--- config.mk ---
export PLATFORM = sky130hd
export DESIGN_NAME = ecg_stim_source
export DESIGN_NICKNAME = d
export VERILOG_FILES = /design/src/rtl/ecg_stim_pkg.sv /design/src/rtl/ecg_stim_source_template.sv /design/src/rtl/ecg_stim_source.sv
export SDC_FILE = /design/constraint.sdc
export NUM_CORES = 1
export LEC_CHECK = 0
export ABC_AREA = 0
export CAP_MARGIN = 10
export CORE_MARGIN = 3
export CORE_UTILIZATION = 35
export CTS_CLUSTER_SIZE = 25
export DETAILED_ROUTE_END_ITERATION = 8
export PLACE_DENSITY_LB_ADDON = 0.08
export SYNTH_ARGS = -nofsm -noshare
export SYNTH_HDL_FRONTEND = slang
export SYNTH_SLANG_ARGS = --single-unit
--- constraint.sdc ---
create_clock -name clk -period 13.73 [get_ports clk]
set_input_delay 1.373 -clock clk [delete_from_list [all_inputs] [get_ports clk]]
set_output_delay 1.373 -clock clk [all_outputs]
set_load 0.02 [all_outputs]
--- src/rtl/ecg_stim_pkg.sv ---
// Shared constants, phase encoding and saturation helper
// for the synthetic ECG stimulus source.
package ecg_stim_pkg;

    localparam int P_START    = 0;
    localparam int P_LEN      = 16;
    localparam int PR_START   = 16;
    localparam int PR_LEN     = 8;
    localparam int QRS_START  = 24;
    localparam int QRS_LEN    = 16;
    localparam int ST_START   = 40;
    localparam int ST_LEN     = 16;
    localparam int T_START    = 56;
    localparam int T_LEN      = 32;
    localparam int IDLE_START = 88;
    localparam int MIN_BEAT   = 96;

    typedef enum logic [2:0] {
        PH_IDLE = 3'd0,
        PH_P    = 3'd1,
        PH_PR   = 3'd2,
        PH_QRS  = 3'd3,
        PH_ST   = 3'd4,
        PH_T    = 3'd5
    } phase_t;

    function automatic logic signed [15:0] sat16(
        input logic signed [16:0] v
    );
        if (v > 17'sd32767)
            return 16'sh7FFF;
        else if (v < -17'sd32768)
            return 16'sh8000;
        else
            return v[15:0];
    endfunction

endpackage

--- src/rtl/ecg_stim_source_template.sv ---
// Combinational P-QRS-T beat template: maps the sample index
// and latched R amplitude to a template value and segment.
module ecg_beat_template
    import ecg_stim_pkg::*;
#(
    parameter int BEAT_W = 12
) (
    input  logic [BEAT_W-1:0] sidx,
    input  logic [15:0]       qrs_amp_q,
    output logic [15:0]       value,
    output logic [2:0]        phase
);

    phase_t             ph;
    logic [4:0]         k;
    logic [4:0]         tri_v;
    logic [2:0]         sh;
    logic signed [15:0] amp_s;
    logic signed [15:0] base;
    logic signed [20:0] base_x;
    logic signed [20:0] tri_x;
    logic signed [20:0] prod;
    logic signed [20:0] shifted;

    assign amp_s = qrs_amp_q;

    always_comb begin
        ph   = PH_IDLE;
        k    = '0;
        base = '0;
        sh   = 3'd3;
        if (sidx < BEAT_W'(PR_START)) begin
            ph   = PH_P;
            k    = 5'(sidx);
            base = amp_s >>> 3;
        end else if (sidx < BEAT_W'(QRS_START)) begin
            ph = PH_PR;
        end else if (sidx < BEAT_W'(ST_START)) begin
            ph   = PH_QRS;
            k    = 5'(sidx - BEAT_W'(QRS_START));
            base = amp_s;
        end else if (sidx < BEAT_W'(T_START)) begin
            ph = PH_ST;
        end else if (sidx < BEAT_W'(IDLE_START)) begin
            ph   = PH_T;
            k    = 5'(sidx - BEAT_W'(T_START));
            base = amp_s >>> 2;
            sh   = 3'd4;
        end
        // T uses a 32-sample triangle, P and QRS a 16-sample one
        if (ph == PH_T)
            tri_v = (k < 5'd16) ? k : 5'(6'd32 - {1'b0, k});
        else
            tri_v = (k < 5'd8) ? k : 5'(5'd16 - k);
        base_x  = 21'(base);
        tri_x   = 21'(tri_v);
        prod    = base_x * tri_x;
        shifted = prod >>> sh;
    end

    assign value = shifted[15:0];
    assign phase = ph;

endmodule

--- src/rtl/ecg_stim_source.sv ---
// Synthetic ECG sample source: rate divider, beat index,
// bounded triangular drift and registered sample output.
module ecg_stim_source
    import ecg_stim_pkg::*;
#(
    parameter int RATE_W = 16,
    parameter int BEAT_W = 12
) (
    input  logic              clk,
    input  logic              rst,
    input  logic              en,
    input  logic [RATE_W-1:0] rate_div,
    input  logic [BEAT_W-1:0] beat_len,
    input  logic [15:0]       qrs_amp,
    input  logic [7:0]        drift_step,
    input  logic [14:0]       drift_lim,
    output logic              valid,
    output logic [15:0]       x_out,
    output logic              beat_start,
    output logic [2:0]        phase
);

    logic [RATE_W-1:0] tick_cnt;
    logic [RATE_W-1:0] rate_q;
    logic [BEAT_W-1:0] len_q;
    logic [15:0]       amp_q;
    logic [7:0]        step_q;
    logic [14:0]       lim_q;
    logic [BEAT_W-1:0] sidx;
    logic signed [15:0] drift;
    logic              dir;

    logic              load;
    logic              tick;
    logic [BEAT_W-1:0] len_clamp;
    logic [RATE_W-1:0] rate_eff;
    logic [BEAT_W-1:0] len_eff;
    logic [7:0]        step_eff;
    logic [14:0]       lim_eff;

    logic signed [16:0] d_ext;
    logic signed [16:0] s_ext;
    logic signed [16:0] l_ext;
    logic signed [16:0] neg_lim;
    logic signed [16:0] sum;
    logic signed [15:0] drift_nx;
    logic               dir_nx;

    logic signed [15:0] tpl_val;
    logic [2:0]         tpl_ph;
    logic signed [16:0] out_sum;

    // New beat parameters take effect on the first edge of a beat
    assign load      = en && (tick_cnt == '0) && (sidx == '0);
    assign len_clamp = (beat_len < BEAT_W'(MIN_BEAT)) ?
                       BEAT_W'(MIN_BEAT) : beat_len;
    assign rate_eff  = load ? rate_div   : rate_q;
    assign len_eff   = load ? len_clamp  : len_q;
    assign step_eff  = load ? drift_step : step_q;
    assign lim_eff   = load ? drift_lim  : lim_q;
    assign tick      = en && (tick_cnt == rate_eff);

    always_comb begin
        d_ext   = 17'(drift);
        s_ext   = {9'b0, step_eff};
        l_ext   = {2'b0, lim_eff};
        neg_lim = -l_ext;
        sum     = dir ? (d_ext + s_ext) : (d_ext - s_ext);
        dir_nx  = dir;
        drift_nx = sum[15:0];
        if (sum >= l_ext) begin
            drift_nx = l_ext[15:0];
            dir_nx   = 1'b0;
        end else if (sum <= neg_lim) begin
            drift_nx = neg_lim[15:0];
            dir_nx   = 1'b1;
        end
    end

    ecg_beat_template #(
        .BEAT_W(BEAT_W)
    ) u_tpl (
        .sidx      (sidx),
        .qrs_amp_q (amp_q),
        .value     (tpl_val),
        .phase     (tpl_ph)
    );

    assign out_sum = 17'(tpl_val) + d_ext;

    always_ff @(posedge clk or negedge rst) begin
        if (!rst) begin
            tick_cnt   <= '0;
            rate_q     <= '0;
            len_q      <= '0;
            amp_q      <= '0;
            step_q     <= '0;
            lim_q      <= '0;
            sidx       <= '0;
            drift      <= '0;
            dir        <= 1'b1;
            valid      <= 1'b0;
            x_out      <= '0;
            beat_start <= 1'b0;
            phase      <= '0;
        end else begin
            valid      <= tick;
            beat_start <= tick && (sidx == '0);
            if (load) begin
                rate_q <= rate_div;
                len_q  <= len_clamp;
                amp_q  <= qrs_amp;
                step_q <= drift_step;
                lim_q  <= drift_lim;
            end
            if (en)
                tick_cnt <= tick ? '0 : tick_cnt + 1'b1;
            if (tick) begin
                x_out <= sat16(out_sum);
                phase <= tpl_ph;
                sidx  <= (sidx == len_eff - 1'b1) ? '0 : sidx + 1'b1;
                drift <= drift_nx;
                dir   <= dir_nx;
            end
        end
    end

endmodule
==> results.yml, run 1 <==
run_status:
  status: "finished, final reports clean"
synth:
  synth_edf_count: 0
  synth_common_cells: "172 x nand2_1, 168 x nor2_1, 158 x inv_1, 132 x dfrtp_1, 113 x ha_1"
  synth_area_leaders: "dfrtp_1 25%, ha_1 11%, fa_1 7.5%, nand2_1 4.8%, nor2_1 4.7%"
  ys_seq_elements: 133
  ys.flop_type: "dfrtp_1"
  syn-num-nets: 1853
  synthCells: 1620
  synth.most_common_cell: "nand2_1"
  synth.top_cell.area_share_pct: 24.7
  synth_async_sr_flop_share_pct: 100
  synth_cell_type_count: 87
  seq_area_frac_synth_pct: 24.9
  yosysTopAreaCell: "dfrtp_1"
  netlist_area_um2: 13400
  yosys_warnings: 0
  syn_avg_cell_area_um2: 8.25
power:
  peakVddDrop_v: 0.0000852
  seqPwrFrac_pct: 43.4
  p_int_mw: 0.686
  power.density_nw_per_um2: 63.8
  switching_power_mw: 0.285
  power_frac_clock_pct: 46.8
  power_frac_comb_pct: 9.8
  p_leak_nw: 7.11
  switching_share_pct: 29.3
worst_setup_path:
  end_kind: "flop"
  r2r_slack_ns: 2.72
  reg2reg_to: "x_out[1]$_DFFE_PN0P_"
  critPathArrivalTime_ns: 11.31
  cpMostUsedCell: "nor2_1"
  r2r-start: "sidx[8]$_DFFE_PN0P_"
  cp_max_fo: 26
  worstPathRequired_ns: 14.03
  max_stage_delay_ns: 0.94
  worstRegToRegCells: 36
  critical_path_class: "reg2reg"
  crit_start: "sidx[8]$_DFFE_PN0P_"
  cp-start-kind: "flop"
  crit_path_top_delay_cell: "xor2_1"
  crit_end: "x_out[1]$_DFFE_PN0P_"
timing:
  fin_skew_ns: 0.0138
  slew_violations: 0
  hold_violations: 0
  finalSetupViolCount: 0
  fin_crit_ns: 11.01
  timing.final.crit_share_pct: 80.2
  grt_setup_unrepaired: "no"
  fmax_mhz: 90.8
  worstMarginPinSlew_ns: 1.22
  setup_tns_ns: 0
  maxSlewHeadroom_pct: 18.3
global_route:
  grt_pass1_vias: 11704
  grt_max_degree: 80
  antenna_found_initial: 0
  gr-usage-all-layers_pct: 19.7
  grt_overflow: 0
  grt_pass1_wl_um: 64500
floorplanning:
  coreArea_um2: 37100
  num_io_pins: 91
  start_util_pct: 36.0
  die_w_um: 201
  dieArea_um2: 40600
  die_h_um: 201
  std_cell_rows: 70
run:
  max-cap-violations: 0
detailed_routing:
  firstDrtPassIters: 9
  postRouteAntennaNets: 0
  drt_iter0_drc: 882
  routed_wl_um: 39100
  wl_per_cell_um: 17.9
  drc: 0
  vias: 11568
  viasPerCell: 5.28
clock_tree:
  tritoncts: "yes"
  clk_pin_slew_ns: 0.07
  clockBufferDepth: 2
  cts_resized: 0
  root_buffer: "clkbuf_16"
  worstSkewPairLatency_ns: 0.45
  clock-sinks: 133
  cts_setup_buffers: 0
  cts_buffers: 17
  cts_hold_buf: 0
  cts-htree-levels: 4
layout:
  area_delta_synth_final_pct: 13.8
  drive_gt1_share_pct: 6.88
  fillers: 3851
  nets: 1907
  stdcell_count: 2191
  antenna_cells: 0
worst_hold_path:
  hold_class: "reg2reg"
  holdPathStages: 2
placed_design:
  dp.cells: 2159
  place_congestion: 0.865
  place.port_buffers: 90
  hpwl_um: 30200
## per-layer routing
layer	up-vias	part of all wire, %	track usage, %
met5	-	0	0
met4	0	2.4	6.20
met3	50	3.7	3.59
met2	221	45	30.8
met1	5558	49	27.7
li1	5739	-	-
## kinds of logic after synthesis
kind of cell | after synthesis | synth area share (%)
compound gates | 356 | 17.8
xor+xnor | 95 | 6.36
fa+ha+maj | 166 | 18.3
buf+inv | 227 | 7.12
flops | 133 | 24.9
mux | 62 | 4.78
simple gates | 581 | 20.7
## power by group through the flow
stage / clock network (mW) / logic, mW / registers, mW
5_1_grt: 0.484 / 0.106 / 0.423
3_3_place_gp: 0 / 0.0951 / 0.428
4_1_cts: 0.468 / 0.0958 / 0.421
6_report: 0.455 / 0.0948 / 0.421
2_1_floorplan: 0 / 0.0548 / 0.417
3_5_place_dp: 0 / 0.0950 / 0.428
## per-stage QoR
stage	total power [mW]	cell area (um^2)	utilization, %	setup WS (ns)	hold WS, ns
after floorplan	0.472	13400	-	4.98	0.446
after global placement	0.523	14700	39.5	3.06	0.476
after detailed placement	0.523	14700	39.5	2.87	0.473
after CTS	0.985	15200	41.0	2.81	0.499
after global routing	1.01	15200	41.0	1.62	0.537
final	0.971	15200	41.0	2.72	0.493
## worst max-delay path, delay by kind of cell, from the launching register on
family / cells / cell delay, ns
AND/OR/NAND/NOR: 16 / 4.00
adder cells (fa/ha/maj): 7 / 2.81
AO/OA/AOI/OAI: 8 / 1.96
XOR/XNOR: 3 / 1.48
buffers and inverters: 2 / 0.10
flip-flops: 1 / 0.48
## state kept, by name, indices dropped and copies added, names as in the netlist
register    count
phase           3
beat_start      1
lim_q          15
tick_cnt       16
rate_q         16
sidx           12
drift          16
step_q          8
valid           1
dir             1
len_q          12
amp_q          16
x_out          16
## worst min-delay path by stage
| stage | startpoint | to | slack, ns |
|---|---|---|---|
| final | x_out[13]$_DFFE_PN0P_ | x_out[13]$_DFFE_PN0P_ | 0.49 |
| after global routing | rate_q[6]$_DFF_PN0_ | rate_q[6]$_DFF_PN0_ | 0.54 |
| after CTS | x_out[13]$_DFFE_PN0P_ | x_out[13]$_DFFE_PN0P_ | 0.50 |
| after detailed placement | x_out[13]$_DFFE_PN0P_ | x_out[13]$_DFFE_PN0P_ | 0.47 |
| after global placement | x_out[9]$_DFFE_PN0P_ | x_out[9]$_DFFE_PN0P_ | 0.48 |
| after floorplan | amp_q[1]$_DFFE_PN0P_ | amp_q[1]$_DFFE_PN0P_ | 0.45 |
## layout make-up
type,instances,area (um^2),share of cell area [%]
timing repair buffer,103,1000,6.57
tap,504,631,4.14
clock inverter,15,141,0.929
multi-input combinational,1260,9090,59.8
clock buffer,17,425,2.80
sequential,133,3330,21.9
inverter,159,597,3.92
## cell usage in the layout (no fill, tap or decap), types with 5 or more instances in the layout
cell / instances
nand2_1: 172
nor2_1: 168
inv_1: 158
dfrtp_1: 132
ha_1: 113
a21oi_1: 95
clkdlybuf4s50_1: 89
o21ai_0: 67
xnor2_1: 57
fa_1: 50
mux2i_1: 47
nand3_1: 45
nor3_1: 44
xor2_1: 37
or2_2: 26
o21ai_1: 22
nand2b_1: 22
and3_1: 20
a21o_1: 18
clkbuf_16: 17
a222oi_1: 16
o21bai_1: 15
o211ai_1: 15
mux2_2: 14
o31ai_1: 14
nand4_1: 13
buf_4: 13
o21a_1: 12
nor4_1: 11
and2_1: 11
a31oi_1: 11
nor2b_1: 11
a211oi_1: 9
or3_1: 6
inv_6: 6
or4_1: 5
o221ai_1: 5
a2111oi_0: 5
Power figures use the tool's default switching activity.
==> run 2: changes to the inputs <==
- clock period: 13.73 -> 10.2 ns (I/O delays scaled with it)
==> run 2 against run 1 <==
Net effect:
- routed wire length is 0.88% lower
- core utilization is 0.25 points higher
- largest power group unchanged
- largest cell class unchanged
- first-iteration DRC count is 22% lower
- non-clock buffer count is 3 higher
- fmax is 18% higher
- clock skew is 0.00061 ns higher
- register-to-register slack worse by 1.9 ns
==> results.yml, run 2 (synthesis gave the netlist of run 1 again) <==
floorplanning:
  std_cell_rows: 70
  num_io_pins: 91
  coreArea_um2: 37100
  die_h_um: 201
  start_util_pct: 36.0
  dieArea_um2: 40600
  die_w_um: 201
detailed_routing:
  drt_iter0_drc: 691
  wl_per_cell_um: 17.7
  vias: 11554
  firstDrtPassIters: 8
  viasPerCell: 5.27
  routed_wl_um: 38800
  drc: 0
  postRouteAntennaNets: 0
clock_tree:
  clockBufferDepth: 2
  cts-htree-levels: 4
  cts_hold_buf: 0
  clk_pin_slew_ns: 0.07
  root_buffer: "clkbuf_16"
  clock-sinks: 133
  tritoncts: "yes"
  cts_buffers: 17
  worstSkewPairLatency_ns: 0.44
layout:
  drive_gt1_share_pct: 7.22
  nets: 1910
  antenna_cells: 0
  utilization_pct: 41.2
  fillers: 3827
  multiInputGateArea_um2: 9120
  area_delta_synth_final_pct: 14.5
  regArea_um2: 3330
  final_common_cell: "nand2_1"
  stdcell_count: 2193
  layout_common_cells: "172 x nand2_1, 167 x nor2_1, 158 x inv_1"
  stdcell_area_um2: 15300
timing:
  fin_crit_ns: 9.34
  timing.final.crit_share_pct: 91.5
  maxSlewHeadroom_pct: 36.1
  setup_tns_ns: 0
  hold_violations: 0
  worstMarginPinSlew_ns: 0.959
  setup_slack_ns: 0.864
  fmax_mhz: 107
  grt_setup_unrepaired: "no"
  finalSetupViolCount: 0
  slew_violations: 0
  fin_skew_ns: 0.0144
global_route:
  antenna_found_initial: 1
  grt_overflow: 0
  gr-usage-all-layers_pct: 19.6
  grt_pass1_wl_um: 64100
  grt_pass1_vias: 11690
  grt_max_degree: 89
placed_design:
  place.port_buffers: 90
  postPlaceCellArea_um2: 14700
  hpwl_um: 30100
  place_congestion: 0.883
  post-place-ws_ns: 0.618
  dp.cells: 2162
run:
  max-cap-violations: 0
worst_setup_path:
  max_stage_delay_ns: 0.62
  r2r_slack_ns: 0.86
  worstPathRequired_ns: 10.55
  cp-start-kind: "flop"
  end_kind: "flop"
  critical_path_class: "reg2reg"
  crit_path_top_delay_cell: "or4_1"
  critPathArrivalTime_ns: 9.69
  cp_max_fo: 16
worst_hold_path:
  hold_class: "reg2reg"
power:
  power.density_nw_per_um2: 88.6
  p_leak_nw: 7.15
  peakVddDrop_v: 0.000108
run_status:
  status: "finished, final reports clean"
run 2: changes by cell type in the layout (fill, tap and decap cells not counted), sizes merged:
cell    previous run  this run
buf               14        17
bufinv             0         3
inv              167       164
clkinv             5         3
clkbuf            17        18
run 2: power by group:
part           internal [mW]  leakage, nW  switching [mW]
combinational         0.0604         5.09          0.0674
clock                  0.394        0.294           0.269
sequential             0.541         1.77          0.0250
total                  0.996         7.15           0.361
run 2: final timing paths:
| check | from | to | cells past startpoint |
|---|---|---|---|
| max in group asynchronous | rst | tick_cnt[14]$_DFFE_PN0P_ | 2 |
| min | x_out[9]$_DFFE_PN0P_ | x_out[9]$_DFFE_PN0P_ | 2 |
| min reg2reg | x_out[9]$_DFFE_PN0P_ | x_out[9]$_DFFE_PN0P_ | 2 |
| max | sidx[8]$_DFFE_PN0P_ | x_out[13]$_DFFE_PN0P_ | 36 |
| min in group asynchronous | rst | rate_q[1]$_DFF_PN0_ | 1 |
| max reg2reg | sidx[8]$_DFFE_PN0P_ | x_out[13]$_DFFE_PN0P_ | 36 |
run 2: per-layer routing:
metal	part of all wire (%)	track usage (%)	wire (um)
met5	0.031	0	12
met4	0.95	3.94	370
met3	3.2	2.99	1240
met2	47	31.7	18100
met1	49	27.8	19100
run 2: stage by stage:
step,total power [mW],hold slack (ns)
3_5_place_dp,0.704,0.475
4_1_cts,1.38,0.502
5_1_grt,1.42,0.519
2_1_floorplan,0.635,0.446
6_report,1.36,0.497
3_3_place_gp,0.704,0.479
run 2: area by class of cell:
class / count / share of cell area (%)
clock buffer: 18 / 2.87
clock inverter: 13 / 1.12
inverter: 159 / 3.90
multi-input combinational: 1260 / 59.6
sequential: 133 / 21.7
tap: 504 / 4.12
timing repair buffer: 106 / 6.68
run 2: timing repair:
action                                  4_1_cts  5_1_grt
endpoints found under the setup margin        0       14
gates resized for setup                       0        5
setup buffers                                 0        0
run 2: worst max-delay path, delay by kind of cell, from the launching register on:
kind | cells | cell delay [ns]
flops | 1 | 0.47
xor+xnor | 2 | 0.34
compound gates | 14 | 3.02
fa+ha+maj | 8 | 3.01
simple gates | 10 | 2.12
buf+inv | 2 | 0.24
